==> config.mk <==
export PLATFORM = sky130hd
export DESIGN_NAME = instruction_sequencer
export DESIGN_NICKNAME = d
export VERILOG_FILES = /design/src/rtl/tensor_core_pkg.sv /design/src/rtl/sync_fifo.sv /design/src/rtl/instruction_sequencer.sv
export SDC_FILE = /design/constraint.sdc
export NUM_CORES = 1
export LEC_CHECK = 0
export ABC_CLOCK_PERIOD_IN_PS = 5800
export CAP_MARGIN = 25
export CORE_MARGIN = 3
export CORE_UTILIZATION = 63
export CTS_BUF_LIST = sky130_fd_sc_hd__clkbuf_8
export CTS_CLUSTER_DIAMETER = 150
export DETAILED_ROUTE_END_ITERATION = 10
export PLACE_DENSITY = 0.85
export SETUP_SLACK_MARGIN = 0.02
export SYNTH_ARGS = -nofsm -noshare
export SYNTH_HDL_FRONTEND = slang
export SYNTH_SLANG_ARGS = --single-unit
==> constraint.sdc <==
create_clock -name clock_in -period 5.8 [get_ports clock_in]
set_clock_uncertainty 0.05 [all_clocks]
set_input_delay 1.16 -clock clock_in [delete_from_list [all_inputs] [get_ports clock_in]]
set_output_delay 1.16 -clock clock_in [all_outputs]
set_load 0.05 [all_outputs]
==> src/rtl/tensor_core_pkg.sv <==
// Shared opcode/opselect encodings, bus width and sequencer state type
// for the instruction sequencer and its FIFOs.
package tensor_core_pkg;

  localparam int unsigned BUS_WIDTH = 16;

  localparam logic [1:0] OPC_GENERIC = 2'b00;
  localparam logic [1:0] OPC_LOAD    = 2'b01;
  localparam logic [1:0] OPC_OPERATE = 2'b10;
  localparam logic [1:0] OPC_BURST   = 2'b11;

  localparam logic [1:0] SEL_NOP   = 2'b00;
  localparam logic [1:0] SEL_MOVE  = 2'b01;
  localparam logic [1:0] SEL_READ  = 2'b10;
  localparam logic [1:0] SEL_RESET = 2'b11;

  localparam int unsigned OP_WAIT_CYCLES    = 4;
  localparam int unsigned BURST_WRITE_WORDS = 5;
  localparam int unsigned BURST_READ_WORDS  = 9;

  typedef enum logic [1:0] {
    ISSUE,
    OP_WAIT,
    BW_DATA,
    BR_CAPTURE
  } seq_state_t;

endpackage

==> src/rtl/sync_fifo.sv <==
// Single-clock FIFO with occupancy count; a push into a full FIFO is
// accepted when a pop happens in the same cycle.
module sync_fifo #(
  parameter int unsigned WIDTH = 8,
  parameter int unsigned DEPTH = 8
) (
  input  logic                     clk,
  input  logic                     rst_n,
  input  logic                     push,
  input  logic [WIDTH-1:0]         din,
  input  logic                     pop,
  output logic [WIDTH-1:0]         dout,
  output logic [$clog2(DEPTH):0]   count,
  output logic                     full,
  output logic                     empty
);
  localparam int unsigned AW = $clog2(DEPTH);
  localparam logic [AW:0] CAP = (AW+1)'(DEPTH);

  logic [WIDTH-1:0] mem [DEPTH];
  logic [AW-1:0]    wptr, rptr;
  logic             do_push, do_pop;

  assign empty   = (count == '0);
  assign full    = (count == CAP);
  assign do_pop  = pop && !empty;
  assign do_push = push && (!full || do_pop);
  assign dout    = empty ? '0 : mem[rptr];

  always_ff @(posedge clk) begin
    if (do_push) mem[wptr] <= din;
  end

  always_ff @(posedge clk or negedge rst_n) begin
    if (!rst_n) begin
      wptr  <= '0;
      rptr  <= '0;
      count <= '0;
    end else begin
      if (do_push) wptr <= wptr + 1'b1;
      if (do_pop)  rptr <= rptr + 1'b1;
      case ({do_push, do_pop})
        2'b10:   count <= count + 1'b1;
        2'b01:   count <= count - 1'b1;
        default: count <= count;
      endcase
    end
  end

endmodule

==> src/rtl/instruction_sequencer.sv <==
// Feeds queued instructions to the cpu, sequencing operate waits and bursts
// and collecting cpu_output into a result FIFO. Optional: SEQUENCER_STATS_EN.
module instruction_sequencer
  import tensor_core_pkg::*;
#(
  parameter int unsigned INSTR_DEPTH  = 8,
  parameter int unsigned RESULT_DEPTH = 16
) (
  input  logic               clock_in,
  input  logic               reset_in,
  input  logic               instr_valid_in,
  input  logic [15:0]        instr_data_in,
  output logic               instr_ready_out,
  output logic [15:0]        cpu_instruction_out,
  input  logic signed [7:0]  cpu_output_in,
  output logic               result_valid_out,
  output logic signed [7:0]  result_data_out,
  input  logic               result_ready_in,
  output logic               busy_out
`ifdef SEQUENCER_STATS_EN
  ,
  output logic [15:0]        issued_count_out,
  output logic [15:0]        stall_count_out
`endif
);
  localparam int unsigned IAW = $clog2(INSTR_DEPTH);
  localparam int unsigned RAW = $clog2(RESULT_DEPTH);

  seq_state_t           state, state_next;
  logic [3:0]           cnt, cnt_next;
  logic [BUS_WIDTH-1:0] head;
  logic [IAW:0]         instr_count;
  logic                 instr_full, instr_empty, instr_push, instr_pop;
  logic [RAW:0]         res_count;
  logic [RAW+1:0]       res_free;
  logic                 res_full, res_empty, res_push, res_pop;
  logic                 can_issue;
  logic [1:0]           opcode, opsel;

  assign instr_ready_out  = !instr_full;
  assign instr_push       = instr_valid_in && !instr_full;
  assign result_valid_out = !res_empty;
  assign res_pop          = result_ready_in && !res_empty;
  assign busy_out         = (state != ISSUE) || !instr_empty;
  assign opcode           = head[1:0];
  assign opsel            = head[3:2];

  // A pop in the issue cycle frees a slot in time for the capture edge.
  assign res_free = (RAW+2)'(RESULT_DEPTH) - (RAW+2)'(res_count) + (RAW+2)'(res_pop);

  sync_fifo #(.WIDTH(BUS_WIDTH), .DEPTH(INSTR_DEPTH)) u_instr_fifo (
    .clk   (clock_in),
    .rst_n (reset_in),
    .push  (instr_push),
    .din   (instr_data_in),
    .pop   (instr_pop),
    .dout  (head),
    .count (instr_count),
    .full  (instr_full),
    .empty (instr_empty)
  );

  sync_fifo #(.WIDTH(8), .DEPTH(RESULT_DEPTH)) u_result_fifo (
    .clk   (clock_in),
    .rst_n (reset_in),
    .push  (res_push),
    .din   (cpu_output_in),
    .pop   (res_pop),
    .dout  (result_data_out),
    .count (res_count),
    .full  (res_full),
    .empty (res_empty)
  );

  always_comb begin
    can_issue = 1'b0;
    case (opcode)
      OPC_GENERIC: can_issue = (opsel != SEL_READ) || !res_full || res_pop;
      OPC_BURST:   can_issue = head[2]
                     ? (instr_count >= (IAW+1)'(BURST_WRITE_WORDS + 1))
                     : (res_free >= (RAW+2)'(BURST_READ_WORDS));
      default:     can_issue = 1'b1;
    endcase
  end

  always_ff @(posedge clock_in or negedge reset_in) begin
    if (!reset_in) begin
      state <= ISSUE;
      cnt   <= '0;
    end else begin
      state <= state_next;
      cnt   <= cnt_next;
    end
  end

  always_comb begin
    state_next          = state;
    cnt_next            = cnt;
    cpu_instruction_out = '0;
    instr_pop           = 1'b0;
    res_push            = 1'b0;
    case (state)
      ISSUE: begin
        // Every issue clears the wait counter, which also covers generic reset.
        if (!instr_empty && can_issue) begin
          cpu_instruction_out = head;
          instr_pop           = 1'b1;
          cnt_next            = '0;
          if (opcode == OPC_OPERATE)
            state_next = OP_WAIT;
          else if (opcode == OPC_BURST)
            state_next = head[2] ? BW_DATA : BR_CAPTURE;
          else if (opcode == OPC_GENERIC && opsel == SEL_READ)
            res_push = 1'b1;
        end
      end
      OP_WAIT: begin
        if (cnt == 4'(OP_WAIT_CYCLES - 1)) begin
          state_next = ISSUE;
          cnt_next   = '0;
        end else begin
          cnt_next = cnt + 1'b1;
        end
      end
      BW_DATA: begin
        cpu_instruction_out = head;
        instr_pop           = 1'b1;
        if (cnt == 4'(BURST_WRITE_WORDS - 1)) begin
          state_next = ISSUE;
          cnt_next   = '0;
        end else begin
          cnt_next = cnt + 1'b1;
        end
      end
      BR_CAPTURE: begin
        res_push = 1'b1;
        if (cnt == 4'(BURST_READ_WORDS - 1)) begin
          state_next = ISSUE;
          cnt_next   = '0;
        end else begin
          cnt_next = cnt + 1'b1;
        end
      end
      default: state_next = ISSUE;
    endcase
  end

`ifdef SEQUENCER_STATS_EN
  logic stall;
  assign stall = (state == ISSUE) && !instr_empty && !can_issue;

  always_ff @(posedge clock_in or negedge reset_in) begin
    if (!reset_in) begin
      issued_count_out <= '0;
      stall_count_out  <= '0;
    end else begin
      if (instr_pop && issued_count_out != 16'hFFFF)
        issued_count_out <= issued_count_out + 1'b1;
      if (stall && stall_count_out != 16'hFFFF)
        stall_count_out <= stall_count_out + 1'b1;
    end
  end
`endif

endmodule
# After elaboration in Yosys (flattened, before gate mapping)
# Memory sizes are Yosys's and may differ from the RTL's.
# Cells that the tools add are included.
[word_totals] word_cells=101 mem_count=2 out_inout_bits=27 ramBits=256 input_bits=28 ff_bits=29
[memory_table] memory="u_instr_fifo.mem" depth=8 width=16 read_ports=1 rd_clocked_by_memory_dff=0 write_ports=1 line="sync_fifo.sv:20" source="logic [WIDTH-1:0] mem [DEPTH];"
[memory_table] memory="u_result_fifo.mem" depth=16 width=8 read_ports=1 rd_clocked_by_memory_dff=0 write_ports=1 line="sync_fifo.sv:20"
[op_classes] n_addsub=11 eq_ne=21 n_reduce_logical=25 mux=32 order_cmp=2
[ops] op="16-bit two-way mux" n=2
[ops] op="16-bit case mux with 2 select lines" n=1
[ops] op="4-bit by 1-bit adder with 4-bit output (second input constant)" n=4
[ops] op="4-bit two-way mux" n=4
[ops] op="4-bit case mux with 4 select lines" n=1
[ops] op="2-bit equality test (second input constant)" n=7
[ops] op="2-bit two-way mux" n=6
[ops] op="1-bit two-way mux" n=11
[ops] op="2-bit != test (second input constant)" n=5
[ops] op="5-bit case mux with 2 select lines" n=1
[ops] op="4-bit equality test (second input constant)" n=2
[ops] op="1-bit logical AND" n=8
[ops] op="8-bit two-way mux" n=1
[ops] op="2-bit case mux with 4 select lines" n=1
[ops] op="4-bit case mux with 2 select lines" n=1
[ops] op="3-bit by 1-bit adder with 3-bit output (second input constant)" n=2
[ops] op="6-bit by 1-bit adder with 6-bit output" n=1
[ops] op="2-bit by 1-bit equality test with 1-bit output (second input constant)" n=3
[ops] op="6-bit by 4-bit >= comparator with 1-bit output (second input constant)" n=1
[ops] op="1-bit case mux with 2 select lines" n=3
[ops] op="2-bit nonzero test" n=3
[ops] op="5-bit by 5-bit subtractor with 6-bit output (first input constant)" n=1
[ops] op="5-bit by 1-bit adder with 5-bit output (second input constant)" n=1
[ops] op="5-bit equality test (second input constant)" n=1
[ops] op="other kinds (12)" n=20

# Logic depth before layout (Yosys ltp)
# Gate-level depths: netlist (run 1).
[depth] ltp_word=15 depth_mapped=22 mapped_depth_nobuf=19

# Hierarchy
# From an unflattened synthesis (run 1), not the netlist that was laid out.
[hier_totals] hier_cells=698 hier_area_um2=12293.0
[by_module_without_submodules] mod="sync_fifo at u_result_fifo" instances=1 seq_area_each_um2=4169.0 area_per_inst_um2=5878.1 cells_per_inst=302
[by_module_without_submodules] mod="sync_fifo at u_instr_fifo" instances=1 seq_area_each_um2=4093.9 area_per_inst_um2=5575.3 cells_per_inst=288
[by_module_without_submodules] mod="instruction_sequencer" instances=1 seq_area_each_um2=150.1 area_per_inst_um2=839.6 cells_per_inst=108

# Worst setup path after synthesis (run 1)
# Ideal clock, no wire load.
[synth_path] path_type="register -> output" start="register u_result_fifo.count[1]" end="output port cpu_instruction_out[10]" slack_ns=0.198 arrival_ns=4.392 path_buffers=3 path_stages_with_launch=16 required_ns=4.590 path_cell_list="dfrtp_1 buf_6 or3_4 or3_1 clkbuf_1 nand2_1 ha_1 inv_1 ha_1 nand3b_1 a311oi_1 nor3_1 o211a_4 o21ai_4 buf_2 a211oi_1"
[synth_via] elab_chain_cells=10 word_cells_on_any_way=15 classes_between="add/sub (2); order compare (1); eq/ne (1); mux (4); reduce/logical (7)"
[synth_rtl] element="from (decl)" line="sync_fifo.sv:13" source="output logic [$clog2(DEPTH):0] count,"
[synth_rtl] element="from (signal assigned)" line="sync_fifo.sv:43" source="2'b10: count <= count + 1'b1;"
[synth_rtl] element="from (signal assigned)" line="sync_fifo.sv:44" source="2'b01: count <= count - 1'b1;"
[synth_rtl] element="from (signal assigned)" line="sync_fifo.sv:45" source="default: count <= count;"
[synth_rtl] element="5-bit zero test (*)" line="sync_fifo.sv:24" source="assign empty = (count == '0);"
[synth_rtl] element="1-bit zero test (*)"
[synth_rtl] element="named net result_valid_out" line="instruction_sequencer.sv:16" source="output logic result_valid_out,"
[synth_rtl] element="1-bit logical AND (*)" line="instruction_sequencer.sv:43" source="assign res_pop = result_ready_in && !res_empty;"
[synth_rtl] element="6-bit by 1-bit adder with 6-bit output" line="instruction_sequencer.sv:49" source="assign res_free = (RAW+2)'(RESULT_DEPTH) - (RAW+2)'(res_count) + (RAW+2)'(res_pop);"
[synth_rtl] element="6-bit by 4-bit >= comparator with 1-bit output" line="instruction_sequencer.sv:81" source=": (res_free >= (RAW+2)'(BURST_READ_WORDS));"
[synth_rtl] element="1-bit two-way mux" line="instruction_sequencer.sv:80" source="? (instr_count >= (IAW+1)'(BURST_WRITE_WORDS + 1))"
[synth_rtl] element="1-bit case mux with 2 select lines (*)" line="instruction_sequencer.sv:77" source="case (opcode)"
[synth_rtl] element="1-bit logical AND (*)" line="instruction_sequencer.sv:105" source="if (!instr_empty && can_issue) begin"
[synth_rtl] element="16-bit two-way mux (*)" line="instruction_sequencer.sv:105"
[synth_rtl] element="16-bit case mux with 2 select lines (*)" line="instruction_sequencer.sv:102" source="case (state)"
[synth_rtl] element="to (decl)" line="instruction_sequencer.sv:14" source="output logic [15:0] cpu_instruction_out,"
# The timed path passes the listed nets; every way through them passes the cells marked *.

# Worst setup path after layout (run 1)
[layout_path] start="register u_result_fifo.count[1]" end="output port cpu_instruction_out[10]"
[layout_via] elab_chain_cells=10 word_cells_on_any_way=15 classes_between="add/sub (2); order compare (1); eq/ne (1); mux (4); reduce/logical (7)"
[layout_rtl] element="branches (longest 6 deep; another with 5-bit by 5-bit subtractor with 6-bit output)"
[layout_rtl] element="1-bit case mux with 2 select lines (*)" line="instruction_sequencer.sv:77"
[layout_rtl] element="1-bit logical AND (*)" line="instruction_sequencer.sv:105"
[layout_rtl] element="16-bit two-way mux (*)" line="instruction_sequencer.sv:105"
[layout_rtl] element="16-bit case mux with 2 select lines (*)" line="instruction_sequencer.sv:102"
# Every way passes the cells marked *.

==> impl_metrics.ini, run 1 <==
[routing]
wl_per_cell_um = 23.7
dr.max_layer_used = met4
drt_wl_total_um = 24000
wl_met1_um = 9480
wl_met3_um = 1400
drc = 0
dr.pass1.iters = 4
drt_iter0_drc = 481
dr_wl_met2_um = 12500
vias = 6431
viasPerCell = 6.36
ant_nets = 0

[clocking]
root_buffer = clkbuf_8
tritoncts = yes
path_clk_slew_ns = 0.06
numCtsBuffers = 44
clock_latency_ns = 0.55
htree_num_levels = 2
clkSinkCount = 285
cts_buffer_depth = 3

[logic_synthesis]
synth_compound_gate_area_share = 0.0388
synthDistinctLibCells = 61
synth_top_family_by_area = multiplexers
synth_xor_area_frac = 0.0137
synth_mux_area_frac = 0.150
synth-adder-area-share = 0.0285
ys.flop_type = edfxtp_1
synth_edf_count = 256
synth_area_um2 = 12100
synth_sequential_area_ratio = 0.695
synthSimpleGateAreaFrac = 0.0558
yosys_warnings = 0
synth_seq_cells = 285
avgSynthCellArea_um2 = 18.5
synthArstFlopShare = 0.102
syn_nets = 710
syn-instance-count = 655

[min_path]
hold_path.class = flop to flop

[floorplan]
coreArea_um2 = 18800
io_pins = 55
die_area_um2 = 20900
start_util = 0.645
die_w_um = 145
die_h_um = 145
num_rows = 50

[worst_setup_path]
crit_type = flop to output pin
critPathRequiredTime_ns = 4.59
reg2reg_to = u_instr_fifo.count[3]
critPathArrivalTime_ns = 4.29
cp-endpoint = cpu_instruction_out[10]
cp-end-kind = output pin
path_max_fanout = 12
start_kind = flop
reg2reg_slack_ns = 0.85
reg2regPathDepth = 20
r2r-start = u_result_fifo.count[1]
cp-startpoint = u_result_fifo.count[1]

[place]
dp_hpwl_um = 15100
place_area_um2 = 12900
finalWeightedCongestion = 0.787
portBuffers = 54
place_ws_ns = 0.252

[global_route]
grt_pass1_wl_um = 38200
grt_max_degree = 36
grtUsageTotal = 0.244
grt_pass1_vias = 6986
antenna_found_initial = 0
gr-total-overflow = 0

[final_layout]
nets = 796
multi_input_area_um2 = 3500
drive_gt1_frac = 0.241
final_cell_mix = edfxtp_1 (256), mux4_2 (69), clkbuf_8 (45), clkdlybuf4s50_1 (38), inv_1 (34)
diodes = 0
design_area_um2 = 13800
n_fill_cell = 1035
final_common_cell = edfxtp_1
area_delta_synth_final_pct = 14.3
ff_latch_area_um2 = 8420

[sta]
setup_viol = 0
fin_ws_ns = 0.299
hold_viol = 0
period_needed_ns = 5.50
rsz0062_at_grt = false
worstMarginPinSlew_ns = 0.982
fin_crit_sh = 0.948
slew_violations = 0
max_slew_margin = 0.343
fin_tns_setup_ns = 0
clock.fmax_ghz = 0.182

[pwr]
ir_worst_vdd_mv = 0.737
leakagePower_nw = 4.87
power_density_nw_per_um2 = 572

[flow_run]
max_cap_viol_count = 0

[run_status]
status = finished, final reports clean
## metal layers
layer,up-vias,global-route usage
met5,-,0
met2,252,0.416
met4,0,0.0908
met1,3310,0.320
li1,2816,-
met3,53,0.0410
## state kept, by name, indices dropped and copies added, names as in the netlist
| name | cells |
|---|---|
| u_instr_fifo.count | 4 |
| u_instr_fifo.mem | 128 |
| u_result_fifo.wptr | 4 |
| cnt | 4 |
| u_instr_fifo.wptr | 3 |
| state | 2 |
| u_instr_fifo.rptr | 3 |
| u_result_fifo.mem | 128 |
| u_result_fifo.count | 5 |
| u_result_fifo.rptr | 4 |
## critical path, cell delays in order, from the launching register on
cell	delay (ns)
dfrtp_1	0.48
or3_4	0.38
or3_4	0.41
nand2_2	0.14
ha_1	0.18
inv_1	0.06
ha_1	0.28
or3b_2	0.47
a211oi_1	0.26
nor3_1	0.12
o211a_4	0.28
o21ai_4	0.18
buf_12	0.17
a211oi_1	0.10
buf_4	0.25
## power by group
group	internal [W]	switching, W
Sequential	0.00251	0.000310
Clock	0.000955	0.000765
Combinational	0.00143	0.00195
Total	0.00489	0.00302
## cell families after synthesis
group | after synthesis
DFF | 285
buffers and inverters | 52
AOI/OAI and AO/OA | 62
muxes | 95
and+or+nand+nor | 115
xor gates and xnor gates | 19
adders and majority gates | 27
## cells in the mapped netlist (11+ instances only)
cell type	n	area share
edfxtp_1	256	0.63
mux4_2	69	0.13
dfrtp_1	29	0.060
ha_1	26	0.027
mux2i_1	23	0.019
inv_1	21	0.0065
nand2_1	20	0.0062
clkbuf_1	18	0.0056
and3_1	16	0.0083
nor2_1	15	0.0046
a211oi_1	14	0.0087
and2_1	12	0.0062
o21ai_0	11	0.0045
xnor2_1	11	0.0080
## worst min path at each step
stage | cells past startpoint | to | from | slack (ns)
after floorplan | 2 | u_instr_fifo.wptr[0] | u_instr_fifo.wptr[0] | 0.44
final | 2 | u_instr_fifo.wptr[0] | u_instr_fifo.wptr[0] | 0.50
after global routing | 2 | u_instr_fifo.wptr[0] | u_instr_fifo.wptr[0] | 0.54
after detailed placement | 2 | u_instr_fifo.wptr[0] | u_instr_fifo.wptr[0] | 0.49
after global placement | 2 | u_instr_fifo.wptr[0] | u_instr_fifo.wptr[0] | 0.46
after CTS | 2 | u_instr_fifo.wptr[0] | u_instr_fifo.wptr[0] | 0.50
## timing repair
item	in CTS	in global routing
hold buffers	0	0
gates resized for setup	1	1
setup buffers	0	1
pin swaps	0	1
endpoints found under the setup margin	11	11
## through the flow
stage / utilization / cells / hold slack, ns / total power (W)
2_1_floorplan: - / 655 / 0.439 / 0.00525
3_3_place_gp: 0.688 / 928 / 0.459 / 0.00606
3_5_place_dp: 0.688 / 928 / 0.486 / 0.00621
4_1_cts: 0.737 / 1010 / 0.502 / 0.00794
5_1_grt: 0.738 / 1011 / 0.542 / 0.00833
6_report: 0.738 / 1011 / 0.498 / 0.00791
## cell type report
class	count	share of cell area
Timing Repair Buffer	70	0.0457
Multi-Input combinational cell	318	0.253
Clock inverter	37	0.0212
Sequential cell	285	0.608
Clock buffer	45	0.0447
Tap cell	234	0.0211
Inverter	22	0.00597
Note: power is estimated with default switching activity, not from simulation.
==> run 2, diff against run 1 <==
--- a/config.mk
+++ b/config.mk
@@ -5,14 +5,14 @@
 export SDC_FILE = /design/constraint.sdc
 export NUM_CORES = 1
 export LEC_CHECK = 0
-export ABC_CLOCK_PERIOD_IN_PS = 5800
+export ABC_CLOCK_PERIOD_IN_PS = 6800
 export CAP_MARGIN = 25
 export CORE_MARGIN = 3
-export CORE_UTILIZATION = 63
+export CORE_UTILIZATION = 65
 export CTS_BUF_LIST = sky130_fd_sc_hd__clkbuf_8
 export CTS_CLUSTER_DIAMETER = 150
 export DETAILED_ROUTE_END_ITERATION = 10
-export PLACE_DENSITY = 0.85
+export PLACE_DENSITY = 0.87
 export SETUP_SLACK_MARGIN = 0.02
 export SYNTH_ARGS = -nofsm -noshare
 export SYNTH_HDL_FRONTEND = slang
==> constraint.sdc (replaced) <==
create_clock -name clock_in -period 6.8 [get_ports clock_in]
set_clock_uncertainty 0.05 [all_clocks]
set_input_delay 1.36 -clock clock_in [delete_from_list [all_inputs] [get_ports clock_in]]
set_output_delay 1.36 -clock clock_in [all_outputs]
set_load 0.05 [all_outputs]
==> impl_metrics.ini, run 2 (same netlist as run 1, synthesis figures left out) <==
[final_layout]
nets = 795
final_cell_mix = edfxtp_1 (256), mux4_2 (69), clkdlybuf4s50_1 (54), clkbuf_8 (47), inv_1 (39)
final_util = 0.758
final_common_cell = edfxtp_1
reg.largest.list = u_instr_fifo.mem: 128 flops, u_result_fifo.mem: 128 flops, u_result_fifo.count: 5 flops
area_delta_synth_final_pct = 13.6
drive_gt1_frac = 0.211
diodes = 0
design_area_um2 = 13800

[place]
finalWeightedCongestion = 0.829
dp_hpwl_um = 15600
place_area_um2 = 12900
portBuffers = 54

[clocking]
cts_resized = 0
clock_latency_ns = 0.56
root_buffer = clkbuf_8
postCtsSetupRepairBufs = 0
clkSinkCount = 285
path_clk_slew_ns = 0.06
tritoncts = yes
numCtsBuffers = 44
cts_buffer_depth = 3
htree_num_levels = 2
cts_hold_buf = 0

[pwr]
power_density_nw_per_um2 = 482
ir_worst_vdd_mv = 0.461
leakagePower_nw = 4.81
power_w = 0.00664

[worst_setup_path]
cp_top_family = simple AND/OR/NAND/NOR gates
path_max_fanout = 10
reg2reg_to = u_instr_fifo.count[3]
critical_path_buf_inv_count = 3
critPathRequiredTime_ns = 5.39
r2r-start = u_result_fifo.count[1]
max_stage_delay_ns = 0.77
slowest_stage = clkdlybuf4s50_1
path_cells = or3_4 > or3_1 > nand2_1 > ha_1 > inv_1 > ha_1 > or3b_2 > a211oi_1 > nor3_1 > o211a_4 > o21ai_4 > buf_4 > a211oi_1 > clkdlybuf4s50_1
reg2reg_slack_ns = 1.69
crit_type = flop to output pin
critPathArrivalTime_ns = 5.14
reg2regPathDepth = 19
start_kind = flop
cp-end-kind = output pin

[global_route]
grt_pass1_vias = 6821
grt_max_degree = 38
gr-total-overflow = 0
antenna_found_initial = 0
grt_pass1_wl_um = 38200
grtUsageTotal = 0.247

[routing]
dr.pass1.iters = 5
viasPerCell = 6.39
ant_nets = 0
drt_wl_total_um = 24000
drc = 0
vias = 6406
drt_iter0_drc = 560
wl_per_cell_um = 24.0

[floorplan]
coreArea_um2 = 18100
die_w_um = 142
io_pins = 55
die_area_um2 = 20300
start_util = 0.667
die_h_um = 142
num_rows = 49

[sta]
fin_tns_setup_ns = 0
clock.fmax_ghz = 0.153
setup_viol = 0
max_slew_margin = 0.304
worstMarginPinSlew_ns = 1.04
hold_viol = 0
slew_violations = 0
fin_crit_sh = 0.963
period_needed_ns = 6.55
rsz0062_at_grt = false

[min_path]
holdPathEnd = u_instr_fifo.wptr[0]
hold_path.class = flop to flop
worstHoldStart = u_instr_fifo.wptr[0]
hold_path_depth = 2

[run_status]
status = finished, final reports clean

[flow_run]
max_cap_viol_count = 0
## run 2: cell type report
type	instances	area, um2
timing repair buffer	69	653
multi-input combinational	318	3500
tap	229	287
clock inverter	33	174
sequential	285	8420
inverter	22	82.6
clock buffer	47	647
fill	974	4390
## run 2: metal layers
metal / part of all wire / track usage / up-vias
met5: 0 / 0 / -
met4: 0.017 / 0.0635 / 0
met3: 0.062 / 0.0504 / 39
met2: 0.53 / 0.428 / 285
met1: 0.39 / 0.327 / 3273
li1: - / - / 2809
## run 2: through the flow
stage / std cells / hold WS, ns / setup slack [ns]
after detailed placement: 923 / 0.473 / 0.379
after global routing: 1003 / 0.553 / 0.0728
after global placement: 923 / 0.457 / 0.472
after floorplan: 655 / 0.439 / 0.998
final: 1003 / 0.503 / 0.254
after CTS: 1003 / 0.487 / 0.251
## run 2: worst max path at each step
stage	depth (start not counted)	slack, ns	endpoint	start
2_1_floorplan	15	1.0	cpu_instruction_out[10]	u_result_fifo.count[1]
3_5_place_dp	13	0.38	cpu_instruction_out[7]	result_ready_in
5_1_grt	14	0.07	cpu_instruction_out[9]	u_result_fifo.count[1]
4_1_cts	14	0.25	cpu_instruction_out[7]	u_result_fifo.count[1]
3_3_place_gp	13	0.47	cpu_instruction_out[4]	result_ready_in
6_report	14	0.25	cpu_instruction_out[7]	u_result_fifo.count[1]
## run 2: power by group
group          leakage [nW]  switching [W]  total, W  internal, W
Combinational          1.67        0.00171   0.00294      0.00123
Clock                 0.487       0.000630   0.00131     0.000681
Sequential             2.66       0.000246   0.00239      0.00214
Total                  4.81        0.00258   0.00664      0.00405
## run 2: worst min-delay path, delay by kind of cell (launching register included)
| family | cells | cell delay [ns] |
|---|---|---|
| flip-flops | 1 | 0.39 |
| AND/OR/NAND/NOR | 2 | 0.13 |
==> run 3, diff against run 2 <==
--- a/config.mk
+++ b/config.mk
@@ -12,6 +12,7 @@
 export CTS_BUF_LIST = sky130_fd_sc_hd__clkbuf_8
 export CTS_CLUSTER_DIAMETER = 150
 export DETAILED_ROUTE_END_ITERATION = 10
+export GPL_TIMING_DRIVEN = 0
 export PLACE_DENSITY = 0.87
 export SETUP_SLACK_MARGIN = 0.02
 export SYNTH_ARGS = -nofsm -noshare
==> impl_metrics.ini, run 3 (same netlist as run 1, synthesis figures left out) <==
[sta]
worstMarginPinSlew_ns = 1.00
fin_crit_sh = 0.965
hold_viol = 0
clock.fmax_ghz = 0.152
setup_viol = 0
fin_tns_setup_ns = 0
slew_violations = 0
rsz0062_at_grt = false
period_needed_ns = 6.56
fin_ws_ns = 0.238
max_slew_margin = 0.330

[floorplan]
start_util = 0.667
io_pins = 55
die_h_um = 142
coreArea_um2 = 18100
die_area_um2 = 20300
die_w_um = 142
num_rows = 49

[routing]
wl_per_cell_um = 24.6
vias = 6652
drc = 0
drt_wl_total_um = 25300
drt_iter0_drc = 544
ant_nets = 0
dr.pass1.iters = 5
viasPerCell = 6.48

[global_route]
antenna_found_initial = 0
grtUsageTotal = 0.257
gr-total-overflow = 0
grt_max_degree = 30
grt_pass1_wl_um = 39100
grt_pass1_vias = 7095

[clocking]
cts_resized = 9
cts_buffer_depth = 3
clkSinkCount = 285
path_clk_slew_ns = 0.06
postCtsSetupRepairBufs = 0
root_buffer = clkbuf_8
numCtsBuffers = 43
clock_latency_ns = 0.55
cts_hold_buf = 0
tritoncts = yes
htree_num_levels = 2

[final_layout]
area_delta_synth_final_pct = 14.7
drive_gt1_frac = 0.222
n_fill_cell = 966
final_common_cell = edfxtp_1
nets = 819
final_util = 0.765
design_area_um2 = 13900
diodes = 0
reg.largest.list = u_instr_fifo.mem: 128 flops, u_result_fifo.mem: 128 flops, u_result_fifo.count: 5 flops
final_cell_mix = edfxtp_1 (256), mux4_2 (69), clkbuf_8 (48), clkdlybuf4s50_1 (44), inv_1 (35)

[worst_setup_path]
critPathArrivalTime_ns = 5.15
path_max_fanout = 10
crit_type = flop to output pin
critPathRequiredTime_ns = 5.39
cp-end-kind = output pin
start_kind = flop

[min_path]
hold_path.class = flop to flop

[place]
place_ws_ns = 0.109
finalWeightedCongestion = 0.813
portBuffers = 54
place_area_um2 = 13100
dp_hpwl_um = 17100

[pwr]
power_density_nw_per_um2 = 480
leakagePower_nw = 4.89
power_w = 0.00667
ir_worst_vdd_mv = 0.389

[run_status]
status = finished, final reports clean

[flow_run]
max_cap_viol_count = 0
run 3: cell count changes in the layout (fill, tap and decap cells not counted), moves of 9 or more:
cell	before	now
dlygate4sd2_1	0	9
buf_4	15	0
buf_2	0	10
clkbuf_1	0	18
clkdlybuf4s50_1	54	44
run 3: report_power, final:
group / internal (W) / switching [W] / leakage (nW)
registers: 0.00214 / 0.000134 / 2.66
clock network: 0.000688 / 0.000624 / 0.479
logic: 0.00122 / 0.00186 / 1.75
run 3: stage by stage:
step	hold WS, ns	instances
detailed placement	0.469	948
finish	0.489	1026
global placement	0.457	938
global route	0.535	1026
floorplan	0.439	655
CTS	0.485	1026
run 3: routing by layer:
layer	vias to the layer above	global-route usage	share of wire
met3	72	0.0450	0.062
li1	2863	-	-
met2	305	0.456	0.54
met1	3412	0.317	0.37
met5	-	0	0
met4	0	0.0980	0.029
run 3: final timing paths:
check | start | end | slack [ns] | cells past startpoint
max reg2reg | u_result_fifo.count[1] | u_instr_fifo.count[3] | 1.23 | 22
min | u_instr_fifo.wptr[0] | u_instr_fifo.wptr[0] | 0.49 | 2
min reg2reg | u_instr_fifo.wptr[0] | u_instr_fifo.wptr[0] | 0.49 | 2
max in group asynchronous | reset_in | u_result_fifo.wptr[2] | 5.31 | 1
min in group asynchronous | reset_in | u_instr_fifo.count[0] | 0.85 | 1
max | u_result_fifo.count[1] | cpu_instruction_out[8] | 0.24 | 16
run 3: area by class of cell:
type	count	area, um2	area share
Sequential cell	285	8410	0.606
Clock buffer	48	661	0.0476
Timing Repair Buffer	64	649	0.0468
Buffer	30	138	0.00991
Clock inverter	30	154	0.0111
Inverter	22	82.6	0.00595
Tap cell	229	287	0.0206
Multi-Input combinational cell	318	3500	0.252
run 3: critical path, stage by stage, from the launching register on:
cell and delay (ns):
dfrtp_1 0.37, buf_6 0.14, or3_4 0.34, or3_1 0.31, clkbuf_1 0.23, nand2_1 0.22
ha_1 0.21, inv_1 0.07, ha_1 0.28, or3b_2 0.47, a211oi_1 0.26, nor3_1 0.14
o211a_4 0.29, o21ai_4 0.30, buf_2 0.34, a211oi_1 0.15, dlygate4sd2_1 0.48
